$ cat src/rtl/pulse_regen.sv
// Regenerates single-cycle event strobes as spaced level pulses (HIGH_CYCLES high,
// at least LOW_CYCLES low), queueing strobes that arrive mid-pulse.
module pulse_regen #(
    parameter int unsigned HIGH_CYCLES = 4,
    parameter int unsigned LOW_CYCLES  = 4,
    parameter int unsigned PEND_W      = 3
) (
    input  logic              clk,
    input  logic              rst,
    input  logic              in,
    output logic              out,
    output logic              busy,
    output logic [PEND_W-1:0] pending,
    output logic              overflow
);

    localparam int unsigned MAX_PHASE = (HIGH_CYCLES > LOW_CYCLES) ? HIGH_CYCLES : LOW_CYCLES;
    localparam int unsigned CNT_W     = $clog2(MAX_PHASE + 1);
    localparam logic [CNT_W-1:0]  HIGH_LAST = CNT_W'(HIGH_CYCLES - 1);
    localparam logic [CNT_W-1:0]  LOW_LAST  = CNT_W'(LOW_CYCLES - 1);
    localparam logic [PEND_W-1:0] PEND_MAX  = '1;

    typedef enum logic [1:0] {
        IDLE = 2'd0,
        HIGH = 2'd1,
        LOW  = 2'd2
    } state_t;

    state_t              r_state;
    state_t              w_state_nxt;
    logic [CNT_W-1:0]    r_cnt;
    logic [CNT_W-1:0]    w_cnt_nxt;
    logic [PEND_W-1:0]   r_pend;
    logic [PEND_W-1:0]   w_pend_nxt;
    logic                r_ovf;
    logic                w_ovf_nxt;
    logic                r_out;
    logic                r_busy;

    // Next-state, phase counter and pending-queue bookkeeping
    always_comb begin
        w_state_nxt = r_state;
        w_cnt_nxt   = r_cnt + CNT_W'(1);
        w_pend_nxt  = r_pend;
        w_ovf_nxt   = r_ovf;

        case (r_state)
            IDLE: begin
                w_cnt_nxt = '0;
                if (in) begin
                    w_state_nxt = HIGH;
                end
            end
            HIGH: begin
                if (r_cnt == HIGH_LAST) begin
                    w_state_nxt = LOW;
                    w_cnt_nxt   = '0;
                end
                if (in) begin
                    if (r_pend == PEND_MAX) begin
                        w_ovf_nxt = 1'b1;
                    end else begin
                        w_pend_nxt = r_pend + PEND_W'(1);
                    end
                end
            end
            LOW: begin
                if (r_cnt == LOW_LAST) begin
                    w_cnt_nxt = '0;
                    // A strobe on the final low edge starts the next period directly,
                    // so IDLE never holds a non-zero queue.
                    if ((r_pend != '0) || in) begin
                        w_state_nxt = HIGH;
                        if (!in) begin
                            w_pend_nxt = r_pend - PEND_W'(1);
                        end
                    end else begin
                        w_state_nxt = IDLE;
                    end
                end else if (in) begin
                    if (r_pend == PEND_MAX) begin
                        w_ovf_nxt = 1'b1;
                    end else begin
                        w_pend_nxt = r_pend + PEND_W'(1);
                    end
                end
            end
            default: begin
                w_state_nxt = IDLE;
                w_cnt_nxt   = '0;
            end
        endcase
    end

    // State and registered outputs
    always_ff @(posedge clk) begin
        if (rst) begin
            r_state <= IDLE;
            r_cnt   <= '0;
            r_pend  <= '0;
            r_ovf   <= 1'b0;
            r_out   <= 1'b0;
            r_busy  <= 1'b0;
        end else begin
            r_state <= w_state_nxt;
            r_cnt   <= w_cnt_nxt;
            r_pend  <= w_pend_nxt;
            r_ovf   <= w_ovf_nxt;
            r_out   <= (w_state_nxt == HIGH);
            r_busy  <= (w_state_nxt != IDLE);
        end
    end

    assign out      = r_out;
    assign busy     = r_busy;
    assign pending  = r_pend;
    assign overflow = r_ovf;

endmodule

$ cat config.mk
export PLATFORM = sky130hd
export DESIGN_NAME = pulse_regen
export DESIGN_NICKNAME = d
export VERILOG_FILES = /design/src/rtl/pulse_regen.sv
export SDC_FILE = /design/constraint.sdc
export NUM_CORES = 1
export LEC_CHECK = 0
export ABC_AREA = 1
export CAP_MARGIN = 20
export CORE_AREA = 5 5 42 44
export CTS_BUF_LIST = sky130_fd_sc_hd__clkbuf_4
export DETAILED_ROUTE_END_ITERATION = 12
export DIE_AREA = 0 0 47 49
export PLACE_DENSITY_LB_ADDON = 0.2
export SYNTH_ARGS = -nofsm -noshare
export SYNTH_HDL_FRONTEND = slang
export SYNTH_SLANG_ARGS = --single-unit
$ cat constraint.sdc
create_clock -name clk -period 2.3 [get_ports clk]
set_clock_uncertainty 0.1 [all_clocks]
set_input_delay 0.46 -clock clk [delete_from_list [all_inputs] [get_ports clk]]
set_output_delay 0.46 -clock clk [all_outputs]
set_load 0.05 [all_outputs]
==> out/metrics.yaml, run 1 <==
required_ns: 1.74
ys_types: 15
leakage_nw: 0.375
yosysWarnings: 0
synthFlopType: "dfxtp_1"
p_per_area_nw_per_um2: 570
hpwl_um: 941
max_cap_violations: 0
grt_max_degree: 7
cts_tree: "done"
rows: 14
wl_per_cell_um: 9.89
relSlewSlack_pct: 66.3
min-delay-start: "r_cnt[0]"
path_max_fanout: 3
cts_sinks: 11
grt_pass1_wl_um: 2040
post_cts_buffers: 0
diodes: 0
ioPinCount: 9
synth_nets: 99
clk_pin_slew_ns: 0.07
switchingPower_mw: 0.126
p_int_mw: 0.311
synth_area_leader_cell: "dfxtp_1"
antenna_left: 0
ys_ff_latch: 11
slowest_delay_ns: 0.82
vias: 538
grt_usage_pct: 12.4
netlist_top_cells_count: "nand2_1 (17), nor2_1 (14), inv_1 (13)"
period_share_pct: 87.5
viasPerCell: 4.72
wl_um: 1130
area_delta_synth_final_pct: 20.4
worstPathCellList: "clkdlybuf4s50_1"
startpoint: "pending[0]"
cp-end-kind: "output port"
gp_congestion: 0.840
hp-class: "register to register"
antenna_found_initial: 0
ctsResizeCount: 0
vdd_drop_max_mv: 0.343
drt_iter0_markers: 12
timing.fmax_ghz: 0.497
worst_pin_slew_ns: 0.504
synth_edf_count: 0
pwr-share-seq_pct: 47.2
rsz0062_at_grt: "false"
finalSetupTns_ns: 0
dpl_cell_area_um2: 738
finalSetupViolations: 0
drt_pre_antenna_iters: 4
pwr-share-comb_pct: 20.6
swShare_pct: 28.9
status: "completed"
worst_ep_arrival_time_ns: 1.45
dieArea_um2: 2300
worst-setup-path-type: "register to output port"
holdBufCountCts: 0
overflow: 0
ys_seq_area_share_pct: 34.5
route.detailed.drc: 0
clock_latency_ns: 0.27
postLayoutCellArea_um2: 768
die_h_um: 49
yosysMostFrequentCell: "nand2_1"
avgSynthCellArea_um2: 7.42
portBuffers: 8
synth.area.top_cells: "dfxtp_1 (35%), ha_1 (20%), nand2_1 (10%), nor2_1 (8.2%), inv_1 (7.6%)"
grt_pass1_vias: 508
clockBufferDepth: 2
drive_gt1_share_pct: 10.2
cpLargestDelayFamily: "buffers and inverters"
synthesis.area_um2: 638
synthCells: 86
reg2reg_from: "r_cnt[0]"
fin_nets: 112
root_buffer: "clkbuf_4"
crit_slowest_cell: "clkdlybuf4s50_1"
cts.htree.levels: 1
cts_buffers: 3
die_x_um: 47
cp_num_buf_inv: 1
synth_async_sr_flop_share_pct: 0
coreArea_um2: 1400
post-synth-top-area-fraction_pct: 34.5
final_max_slew_viol_count: 0
hold_ws_ns: 0.324
hold_violations: 0
start_util_pct: 45.5
power.total_mw: 0.438
p_clk_share_pct: 32.1
cp-start-kind: "register"
fin_crit_ns: 2.01
[cell type report]
type | instances | area [µm²]
tap | 16 | 20.0
inverter | 15 | 56.3
sequential | 11 | 220
clock buffer | 4 | 30.0
multi-input combinational | 60 | 362
fill | 145 | 633
timing repair buffer | 8 | 80.1
[kinds of logic after synthesis]
group / count (synthesis) / synth area share, %
AO/OA/AOI/OAI: 8 / 6.86
XOR/XNOR: 1 / 1.37
adder cells (fa/ha/maj): 10 / 19.6
buffers and inverters: 15 / 8.82
flip-flops: 11 / 34.5
AND/OR/NAND/NOR: 41 / 28.8
[metal layers]
layer	global-route usage [%]	up-vias	share of wire [%]	wire length (µm)
met2	16.3	11	42	476
met3	3.32	5	4.0	45
met4	9.68	0	4.2	47
li1	-	288	-	-
met1	16.5	234	50	559
met5	0	-	0	0
[path summary, 6_finish.rpt]
| check | endpoint | slack [ns] | cells after the start |
|---|---|---|---|
| hold reg to reg | r_cnt[0] | 0.32 | 1 |
| setup / recovery | pending[0] | 0.29 | 1 |
| hold / removal | r_cnt[0] | 0.32 | 1 |
| setup reg to reg | pending[2] | 0.84 | 7 |
[through the flow]
step                      std cells  worst slack (ns)  utilization (%)
after global placement          110             0.594             52.7
after global routing            114             0.231             54.8
after floorplan                  86             0.662                -
after CTS                       114             0.271             54.8
final                           114             0.289             54.8
after detailed placement        110             0.579             52.7
[registers in the layout (all words and copies together) (netlist names)]
name / cells
pending: 3
busy: 1
overflow: 1
r_state: 2
r_cnt: 3
out: 1
[power groups by stage]
stage,Clock [mW],Sequential [mW],Combinational [mW]
global route,0.162,0.208,0.100
global placement,0,0.211,0.0908
floorplan,0,0.233,0.0422
detailed placement,0,0.211,0.0906
CTS,0.149,0.207,0.0911
finish,0.141,0.207,0.0904
[cells in the final DEF (no fill, tap or decap)]
cell / n
xnor2_1: 1
nor2_1: 14
nand2_1: 17
a21oi_1: 3
clkdlybuf4s50_1: 8
clkbuf_4: 4
o211ai_1: 1
nand3_4: 1
dfxtp_1: 11
a31oi_1: 1
ha_1: 10
and2_1: 1
o21ai_1: 3
inv_1: 13
nand3_1: 5
inv_2: 2
nand2_2: 3
(Power assumes the default switching activity.)
==> run 2, diff against run 1 <==
- CORE_AREA: 5 5 42 44 -> 2 2 39 41
- DIE_AREA: 0 0 47 49 -> 0 0 41 43
- SETUP_SLACK_MARGIN: default -> 0.2
==> out/metrics.yaml, run 2 (synthesis results as in run 1) <==
worstPathCellList: "clkdlybuf4s50_1"
rows: 14
vdd_drop_max_mv: 0.357
p_per_area_nw_per_um2: 579
diodes: 0
fin_nets: 112
status: "completed"
cts_tree: "done"
antenna_left: 0
overflow: 0
grt_usage_pct: 16.6
finalSetupTns_ns: 0
p_clk_share_pct: 33.1
post_cts_buffers: 0
antenna_found_initial: 0
relSlewSlack_pct: 66.5
pwr-share-seq_pct: 46.5
hp-class: "register to register"
cp-end-kind: "output port"
start_util_pct: 46.1
fin_crit_ns: 2.01
required_ns: 1.74
drt_iter0_markers: 8
layout_commonest_cell: "nand2_1"
cp_num_buf_inv: 1
route.detailed.drc: 0
multi_input_area_um2: 362
root_buffer: "clkbuf_4"
pwr-share-comb_pct: 20.4
wl_per_cell_um: 10.3
p_int_mw: 0.312
n_fill_cell: 148
cts_buffers: 3
drt_pre_antenna_iters: 4
timing.fmax_ghz: 0.497
die_x_um: 41
finalSetupViolations: 0
cts_sinks: 11
leakage_nw: 0.375
drive_gt1_share_pct: 10.2
dieArea_um2: 1760
hpwl_um: 894
slowest_delay_ns: 0.81
power.total_mw: 0.445
area_delta_synth_final_pct: 20.4
swShare_pct: 29.9
hold_violations: 0
coreArea_um2: 1380
holdBufCountCts: 0
ctsResizeCount: 0
worst-setup-path-type: "register to output port"
wl_um: 1170
worst_pin_slew_ns: 0.501
cts.htree.levels: 1
switchingPower_mw: 0.133
vias: 545
max_cap_violations: 0
path_max_fanout: 3
die_h_um: 43
grt_pass1_vias: 495
cpLargestDelayFamily: "buffers and inverters"
crit_slowest_cell: "clkdlybuf4s50_1"
place_ws_ns: 0.573
clock_latency_ns: 0.27
setup_ws_ns: 0.288
seq_area_um2: 220
grt_pass1_wl_um: 1880
hold_ws_ns: 0.321
rsz0062_at_grt: "false"
worst_ep_arrival_time_ns: 1.45
final_cell_mix: "nand2_1 (17), nor2_1 (14), inv_1 (13), dfxtp_1 (11), ha_1 (10)"
period_share_pct: 87.5
portBuffers: 8
ioPinCount: 9
gp_congestion: 0.753
viasPerCell: 4.78
clockBufferDepth: 2
clk_pin_slew_ns: 0.07
final_max_slew_viol_count: 0
cp-start-kind: "register"
grt_max_degree: 7
## run 2: cell counts in the layout (fill, tap and decap cells not counted)
No cell type changed its count.
## run 2: worst paths after layout
path / startpoint / slack (ns) / depth (start not counted) / endpoint
worst max-delay path: pending[0] / 0.29 / 1 / pending[0]
worst min-delay path: r_cnt[0] / 0.32 / 1 / r_cnt[0]
worst max register to register: r_cnt[0] / 0.83 / 8 / pending[1]
worst min register to register: r_cnt[0] / 0.32 / 1 / r_cnt[0]
## run 2: final cells by class
type / instances / area share, %
multi-input combinational: 60 / 47.1
sequential: 11 / 28.7
timing repair buffer: 8 / 10.4
inverter: 15 / 7.33
clock buffer: 4 / 3.91
tap: 16 / 2.61
## run 2: routing by layer
| metal | vias up | routed length, µm | global-route usage [%] |
|---|---|---|---|
| li1 | 288 | - | - |
| met1 | 240 | 561 | 18.9 |
| met2 | 12 | 517 | 25.0 |
| met3 | 5 | 56 | 4.71 |
| met4 | 0 | 35 | 12.0 |
| met5 | - | 0 | 0 |
## run 2: through the flow
| stage | cell area, µm² | utilization, % | std cells |
|---|---|---|---|
| floorplan | 638 | - | 86 |
| global placement | 738 | 53.3 | 110 |
| CTS | 768 | 55.5 | 114 |
| global route | 768 | 55.5 | 114 |
| detailed placement | 738 | 53.3 | 110 |
| finish | 768 | 55.5 | 114 |
## run 2: power by group through the flow
stage               sequential, mW  clock (mW)  combinational (mW)
CTS                          0.207       0.151              0.0916
floorplan                    0.233           0              0.0422
global route                 0.208       0.160               0.100
finish                       0.207       0.147              0.0909
detailed placement           0.211           0              0.0902
global placement             0.211           0              0.0902
## run 2: worst register-to-register path, delay by kind of cell, from the launching register on
family                     cells  cell delay, ns
and+or+nand+nor                6            0.52
adders and majority gates      2            0.45
DFF                            1            0.31
==> patch, RTL diff (settings of run 2) <==
The parameter `LOW_CYCLES` goes from 4 to 2.
--- a/src/rtl/pulse_regen.sv
+++ b/src/rtl/pulse_regen.sv
@@ -3,5 +3,5 @@
 module pulse_regen #(
     parameter int unsigned HIGH_CYCLES = 4,
-    parameter int unsigned LOW_CYCLES  = 4,
+    parameter int unsigned LOW_CYCLES  = 2,
     parameter int unsigned PEND_W      = 3
 ) (
Function: changed (a bounded check fails within 10 cycles, from zero or initial values and one cycle with rst high).
==> patch against run 2 <==
Register-to-register slack worse by 0.04 ns; non-clock buffer count stayed put; sequential cell count stayed put; via count is 12% higher; maximum frequency is 0.82% lower; wire length is 0.60% lower; final area is 9.6% higher; sequential share of layout area is 2.5 points lower; utilization is 5.3 points higher; worst setup slack worse by 0.017 ns; synthesized area is 12% higher; power is 2.6% higher; largest cell class unchanged.
==> patch: results <==
# TYPE chip_impl_metric gauge
chip_impl_info{name="outcome",value="finished clean"} 1
chip_impl_metric{name="synth_nets",unit=""} 111
chip_impl_metric{name="detailedRoute.firstIterationViolations",unit=""} 14
chip_impl_metric{name="compound_cell_area_share_of_the_yosys_netlist",unit=""} 0.05448
chip_impl_metric{name="synth_xor_xnor_area_share",unit=""} 0.01230
chip_impl_metric{name="leakage",unit="nW"} 0.4312
chip_impl_metric{name="cts_setup_buffers",unit=""} 0
chip_impl_metric{name="part_of_the_yosys_area_used_for_sequential_elements",unit=""} 0.3093
chip_impl_metric{name="peak_supply_drop",unit="mV"} 0.4106
chip_impl_metric{name="first_global_vias",unit=""} 553
chip_impl_metric{name="synth_adder_area_share",unit=""} 0.1933
chip_impl_metric{name="largest_net_degree_at_the_start_of_global_routing",unit=""} 7
chip_impl_metric{name="number_of_antenna_violations_at_the_first_check_in_global_routing",unit=""} 0
chip_impl_info{name="r2r-end",value="pending[2]"} 1
chip_impl_metric{name="nNetsFinal",unit=""} 124
chip_impl_metric{name="postPlaceCellArea",unit="um2"} 812.0
chip_impl_metric{name="n_fill_cell",unit=""} 136
chip_impl_metric{name="final_layout_size_suffix_gt1_frac",unit=""} 0.1468
chip_impl_metric{name="r2r_setup_slack",unit="ns"} 0.79
chip_impl_metric{name="drc_errors",unit=""} 0
chip_impl_metric{name="worst-r2r-cell-count",unit=""} 8
chip_impl_metric{name="place.detailed.hpwl",unit="um"} 962.8
chip_impl_info{name="worst_reg2reg_path_startpoint",value="r_state[0]"} 1
chip_impl_info{name="biggest_area_contributors_in_the_synthesized_netlist",value="dfxtp_1 (31%), ha_1 (19%), nand2_1 (13%)"} 1
chip_impl_metric{name="crit_path_max_incr_delay",unit="ns"} 0.82
chip_impl_metric{name="critPathArrivalTime",unit="ns"} 1.47
chip_impl_metric{name="crit_fanout",unit=""} 5
chip_impl_metric{name="drt_pass1_iterations",unit=""} 4
chip_impl_metric{name="slew_headroom",unit=""} 0.6720
chip_impl_metric{name="hold_path_depth",unit=""} 1
chip_impl_metric{name="grt_usage",unit=""} 0.1756
chip_impl_info{name="synth_top_cells_by_count",value="nand2_1 (25), inv_1 (16), dfxtp_1 (11), ha_1 (11), nor2_1 (9)"} 1
chip_impl_metric{name="place_congestion",unit=""} 0.8196
chip_impl_metric{name="drt-total-wl",unit="um"} 1162
chip_impl_metric{name="routed_vias_inst",unit=""} 4.872
chip_impl_metric{name="grt_first_pass_wirelength",unit="um"} 2028
chip_impl_metric{name="yosysUniqueCellTypes",unit=""} 18
[patch: cell count changes in the layout (fill, tap and decap cells not counted), moves of 2 or more]
cell,delta
nand2_4,+2
inv_1,+3
nor2_2,+2
nor2_1,-5
o21ai_0,+3
nand3_2,+3
nand2_1,+8
o21ai_1,-3
[patch: area by class of cell]
class / count / area share
sequential: 11 / 0.2615
multi-input combinational: 69 / 0.5082
clock buffer: 4 / 0.03566
timing repair buffer: 8 / 0.09510
inverter: 17 / 0.07578
tap: 16 / 0.02377
[patch: kinds of logic after synthesis]
group,after synthesis
and+or+nand+nor,50
buffers and inverters,17
adders and majority gates,11
DFF,11
AOI/OAI and AO/OA,7
xor gates and xnor gates,1
[patch: per-layer routing]
layer  global-route usage  vias up  routed length, um  part of all wire
li1                     -      322                  -                 -
met1               0.1961      274                509              0.44
met2               0.2719       11                590              0.51
met3              0.04712        2                 38             0.033
met4               0.1200        0                 23             0.020
met5                    0        -                  0                 0
[patch: power by group]
part	internal (W)	switching (W)
sequential	0.000200	0.00000570
clock	0.0000790	0.0000637
combinational	0.0000401	0.0000685
[patch: how the worst max path moves through the flow]
stage,cells after the start,end,from
after detailed placement,7,busy,in
after floorplan,8,pending[2],pending[0]
final,1,pending[2],pending[2]
after CTS,1,pending[2],pending[2]
after global routing,1,pending[2],pending[2]
after global placement,7,busy,in
[patch: through the flow]
step	total power [W]	setup WS (ns)	hold slack [ns]	instances
after floorplan	0.0002911	0.5941	0.3215	97
after global placement	0.0003178	0.5336	0.3368	121
after detailed placement	0.0003196	0.5131	0.3421	121
after CTS	0.0004659	0.2496	0.3549	125
after global routing	0.0004850	0.2042	0.3759	125
final	0.0004567	0.2713	0.3467	125
